File: config.mk
export PLATFORM = sky130hd
export DESIGN_NAME = gnrl_rr_arb_lock
export DESIGN_NICKNAME = d
export VERILOG_FILES = /design/src/rtl/gnrl_rr_arb_lock.sv
export SDC_FILE = /design/constraint.sdc
export NUM_CORES = 1
export LEC_CHECK = 0
export CORE_AREA = 2 2 45 47
export CTS_BUF_LIST = sky130_fd_sc_hd__clkbuf_4
export CTS_CLUSTER_SIZE = 28
export DETAILED_ROUTE_END_ITERATION = 10
export DIE_AREA = 0 0 47 49
export SKIP_LAST_GASP = 1
export SYNTH_ARGS = -nofsm -noshare
export SYNTH_HDL_FRONTEND = slang
export SYNTH_SLANG_ARGS = --single-unit
File: constraint.sdc
create_clock -name clk -period 2.81 [get_ports clk]
set_clock_uncertainty 0.2 [all_clocks]
set_input_delay 0.281 -clock clk [delete_from_list [all_inputs] [get_ports clk]]
set_output_delay 0.281 -clock clk [all_outputs]
set_load 0.02 [all_outputs]
File: src/rtl/gnrl_rr_arb_lock.sv
// gnrl_rr_arb_lock: N-way round-robin arbiter with locked multi-cycle grants.
// A holder keeps the grant until it strobes end-of-access, drops its request,
// or reaches the optional hold limit. Handover to the next winner happens on
// the release edge itself, so there is no idle cycle between holders.
module gnrl_rr_arb_lock #(
    parameter int N        = 4,
    parameter int MAX_HOLD = 0,
    parameter int IDXW     = (N > 1) ? $clog2(N) : 1
) (
    input  logic            clk,
    input  logic            rst_n,
    input  logic [N-1:0]    i_req_vec,
    input  logic [N-1:0]    i_end_access_vec,
    output logic [N-1:0]    o_gnt_vec,
    output logic [IDXW-1:0] o_gnt_idx,
    output logic            o_gnt_vld,
    output logic            o_preempt
);

    typedef enum logic {IDLE, BUSY} state_t;

    // Last cycle of a limited grant is the one where the counter reads MAX_HOLD-1.
    localparam logic [15:0]   HOLD_LIM = (MAX_HOLD == 0) ? 16'd0 : 16'(MAX_HOLD - 1);
    localparam logic [N-1:0]  ONE_HOT0 = {{(N-1){1'b0}}, 1'b1};
    localparam logic [IDXW-1:0] LAST_RST = IDXW'(N - 1);

    state_t          r_state, w_state_nxt;
    logic [N-1:0]    r_gnt_vec, w_gnt_nxt;
    logic [IDXW-1:0] r_gnt_idx, w_idx_nxt;
    logic [IDXW-1:0] r_last_posn, w_last_nxt;
    logic [15:0]     r_hold_cnt, w_hold_nxt;
    logic            r_preempt, w_preempt_nxt;

    logic [N-1:0]    w_pick_req;
    logic [N-1:0]    w_pick_oh;
    logic [IDXW-1:0] w_pick_idx;
    logic [IDXW-1:0] w_scan;
    logic            w_pick_hit;
    logic            w_end;
    logic            w_abandon;
    logic            w_limit;
    logic            w_release;

    // Holder's own release conditions; only the holder's bits are looked at.
    assign w_end     = i_end_access_vec[r_gnt_idx];
    assign w_abandon = ~i_req_vec[r_gnt_idx];
    assign w_limit   = (MAX_HOLD != 0) && (r_hold_cnt == HOLD_LIM);
    assign w_release = w_end | w_abandon | w_limit;

    // While busy the pick only matters on release, and then the holder sits
    // out one round, so masking its bit unconditionally is safe.
    assign w_pick_req = (r_state == BUSY) ? (i_req_vec & ~r_gnt_vec) : i_req_vec;

    // Round-robin scan: walk from the farthest slot (last_posn itself) towards
    // last_posn+1 so the nearest requester is written last and wins.
    always_comb begin
        w_pick_hit = 1'b0;
        w_pick_idx = '0;
        w_scan     = '0;
        for (int k = N; k >= 1; k--) begin
            w_scan = IDXW'((int'(r_last_posn) + k) % N);
            if (w_pick_req[w_scan]) begin
                w_pick_hit = 1'b1;
                w_pick_idx = w_scan;
            end
        end
        w_pick_oh = ONE_HOT0 << w_pick_idx;
    end

    // Next-state and next-register values for the IDLE/BUSY controller.
    always_comb begin
        w_state_nxt   = r_state;
        w_gnt_nxt     = r_gnt_vec;
        w_idx_nxt     = r_gnt_idx;
        w_last_nxt    = r_last_posn;
        w_hold_nxt    = r_hold_cnt;
        w_preempt_nxt = 1'b0;
        case (r_state)
            IDLE: begin
                if (w_pick_hit) begin
                    w_state_nxt = BUSY;
                    w_gnt_nxt   = w_pick_oh;
                    w_idx_nxt   = w_pick_idx;
                    w_last_nxt  = w_pick_idx;
                    w_hold_nxt  = '0;
                end
            end
            BUSY: begin
                if (w_release) begin
                    // Preempt is reported only when the limit alone ended the grant.
                    w_preempt_nxt = w_limit & ~w_end & ~w_abandon;
                    w_hold_nxt    = '0;
                    if (w_pick_hit) begin
                        w_gnt_nxt  = w_pick_oh;
                        w_idx_nxt  = w_pick_idx;
                        w_last_nxt = w_pick_idx;
                    end else begin
                        w_state_nxt = IDLE;
                        w_gnt_nxt   = '0;
                        w_idx_nxt   = '0;
                    end
                end else if (r_hold_cnt != 16'hFFFF) begin
                    w_hold_nxt = r_hold_cnt + 16'd1;
                end
            end
            default: begin
                w_state_nxt = IDLE;
            end
        endcase
    end

    // State and output registers; reset clears everything immediately.
    always_ff @(posedge clk or negedge rst_n) begin
        if (!rst_n) begin
            r_state     <= IDLE;
            r_gnt_vec   <= '0;
            r_gnt_idx   <= '0;
            r_last_posn <= LAST_RST;
            r_hold_cnt  <= '0;
            r_preempt   <= 1'b0;
        end else begin
            r_state     <= w_state_nxt;
            r_gnt_vec   <= w_gnt_nxt;
            r_gnt_idx   <= w_idx_nxt;
            r_last_posn <= w_last_nxt;
            r_hold_cnt  <= w_hold_nxt;
            r_preempt   <= w_preempt_nxt;
        end
    end

    assign o_gnt_vec = r_gnt_vec;
    assign o_gnt_idx = r_gnt_idx;
    assign o_gnt_vld = |r_gnt_vec;
    assign o_preempt = r_preempt;

endmodule

==> impl_metrics.csv <==
group,metric,value,unit
final_layout,finalNetCount,97,
job,maxCapViolations,0,
critical_path,start_kind,"flop",
final_layout,fill_cells,198,
final_layout,design_area,880.8,um^2
pwr,power_density,1123,mW/mm^2
logic_synthesis,async_reset_ff_share,100.0,%
clock_network,clk_path_buf_depth,2,
clock_network,ctsHoldBuffers,0,
logic_synthesis,synth_area,680.7,um^2
clock_network,clock_latency,0.25,ns
critical_path,path_max_fanout,6,
final_layout,area_growth,29.41,%
placed_design,place_ws,0.4505,ns
logic_synthesis,synth_warnings,0,
clock_network,tritoncts,"built",
floorplanning,die_w,47,um
detailed_routing,totalWireLength,1.554,mm
worst_hold_path,hold_path.class,"in -> async",
detailed_routing,ant_nets,0,
clock_network,htreeDepth,1,
clock_network,cts_setup_buffers,0,
detailed_routing,wire_per_inst,13.75,um
pwr,seq_power_share,30.1,%
logic_synthesis,ys_seq_area_share,33.46,%
placed_design,placed_area,850.8,um^2
timing,final-setup-viol-count,0,
detailed_routing,drt-initial-drc-count,15,
pwr,switchingPower,429.3,uW
logic_synthesis,synth-seq-cells,9,
global_route,grt_max_degree,12,
timing,fmax,0.4416,GHz
global_route,grt_pass1_wl,2.553,mm
timing,finalHoldViolCount,0,
pwr,p_int,559.7,uW
pwr,power_frac_comb,59.2,%
floorplanning,initial_utilization,36.96,%
logic_synthesis,synth_area_leader_cell,"dfrtp_1",
critical_path,critPathLaunch,"o_gnt_vec[1]$_DFFE_PN0P_",
placed_design,port_buffers,16,
detailed_routing,drcViolationCount,0,
critical_path,worstReg2RegStart,"r_last_posn[0]$_DFFE_PN1P_",
floorplanning,dieArea,0.002303,mm^2
logic_synthesis,syn-instance-count,69,
detailed_routing,vias,588,
logic_synthesis,yosysTopAreaCellShare,25.74,%
logic_synthesis,synthFlopType,"dfrtp_1",
pwr,swShare,43.41,%
pwr,power_leakage,0.0003743,uW
detailed_routing,drt-pass1-iter-count,4,
floorplanning,num_rows,16,
critical_path,crit_required,2.33,ns
global_route,grt-ovfl-total,0,
status,status,"completed",
timing,tns,0,ns
timing,grt_setup_unrepaired,"false",
final_layout,drive_above_1_share,18.60,%
clock_network,cts_num_sinks,9,
logic_synthesis,synth_edf_count,0,
placed_design,hpwlAfterDp,1.217,mm
clock_network,cts.clk_slew.worst_paths,0.06,ns
floorplanning,ios,18,
logic_synthesis,synth_cell_types,43,
critical_path,critPathKind,"reg -> out",
logic_synthesis,ys_top_cells_by_area,"dfrtp_1 26%, dfstp_2 7.7%, mux2i_1 5.9%",
global_route,antenna_found_initial,0,
logic_synthesis,synth_most_common_cell,"dfrtp_1",
timing,period_minus_slack,2.265,ns
pwr,peakVddDrop,0.5904,mV
timing,setup_ws,0.5455,ns
floorplanning,die_h,49,um
detailed_routing,vias_per_cell,5.204,
pwr,p_clk_share,10.7,%
timing,maxSlewViolCount,0,
critical_path,end_kind,"output port",
floorplanning,core-area,0.001842,mm^2
logic_synthesis,yosys-top-cells-count,"7 x dfrtp_1, 4 x mux2i_1, 4 x nand2_1",
final_layout,antenna_cells,0,
global_route,grt_pass1_vias,570,
logic_synthesis,syn_nets,79,
clock_network,cts_resized,0,
timing,finalCritPeriodShare,80.59,%
global_route,grt_util_all_layers,15.24,%
clock_network,root_buffer,"clkbuf_4",
logic_synthesis,synth_area_per_cell,9.865,um^2
placed_design,place.gp.congestion,0.7602,
critical_path,cp.arrival,1.78,ns
clock_network,cts_buffers,3,
==> area by class of cell <==
type                            instances  area, um^2  share of cell area, %
Sequential cell                         9       227.7                  25.85
Clock buffer                            4       30.03                  3.409
Tap cell                               27       33.78                  3.835
Inverter                                3       11.26                  1.278
Multi-Input combinational cell         54       417.9                  47.44
Timing Repair Buffer                   16       160.2                  18.18
==> worst paths after layout <==
check / cells after the start / slack [ns] / end
setup / recovery: 2 / 0.55 / o_gnt_vld
hold / removal: 1 / 0.12 / o_gnt_vec[3]$_DFFE_PN0P_
setup reg to reg: 5 / 0.55 / o_gnt_vec[0]$_DFFE_PN0P_
hold reg to reg: 1 / 0.35 / r_last_posn[1]$_DFFE_PN1P_
max in group asynchronous: 1 / 1.97 / r_last_posn[0]$_DFFE_PN1P_
min in group clk: 1 / 0.35 / r_last_posn[1]$_DFFE_PN1P_
==> worst max-delay path, stage by stage (launching register included) <==
cell and delay (ns):
dfrtp_1 0.43, or4_1 0.54, clkdlybuf4s50_1 0.56
==> power by group through the flow <==
stage,Combinational [uW],Clock [uW],Sequential [uW]
floorplan,422,0,289
global placement,586,0,302
detailed placement,585,0,299
CTS,589,109,297
global route,644,116,312
finish,585,106,298
==> flip-flops by register name, summed over array words and instances (netlist names) <==
register     count
r_state          1
r_last_posn      2
o_gnt_idx        2
o_gnt_vec        4
==> layer usage <==
layer | up-vias | wire (um) | track usage [%]
li1 | 299 | - | -
met1 | 278 | 785 | 22.22
met2 | 11 | 720 | 22.37
met3 | 0 | 48 | 2.222
met4 | 0 | 0 | 5.556
met5 | - | 0 | 0
==> cell usage in the layout (no fill, tap or decap), drive strengths merged, types with 3 or more instances in the layout <==
| master | synthesis | final |
|---|---|---|
| mux2i | 4 | 4 |
| dfrtp | 7 | 7 |
| clkdlybuf4s50 | 0 | 16 |
| mux2 | 3 | 3 |
| nor2 | 3 | 3 |
| clkbuf | 0 | 4 |
| inv | 3 | 3 |
| nand2 | 5 | 5 |
| o21ai | 4 | 4 |
==> cells by family after synthesis <==
logic type             share of synthesized area, %
DFF                                           33.46
and+or+nand+nor                               16.36
muxes                                         11.40
buffers and inverters                         5.147
AOI/OAI and AO/OA                             33.09
other                                        0.5509
==> metrics by stage <==
stage | hold WS (ns) | power [uW] | utilization, % | std cells
2_1_floorplan | -0.2146 | 710.9 | - | 69
3_3_place_gp | 0.3470 | 888.1 | 46.20 | 109
3_5_place_dp | 0.3433 | 884.1 | 46.20 | 109
4_1_cts | 0.1250 | 995.9 | 47.83 | 113
5_1_grt | 0.1437 | 1072 | 47.83 | 113
6_report | 0.1218 | 989.0 | 47.83 | 113
(Power assumes the default switching activity.)
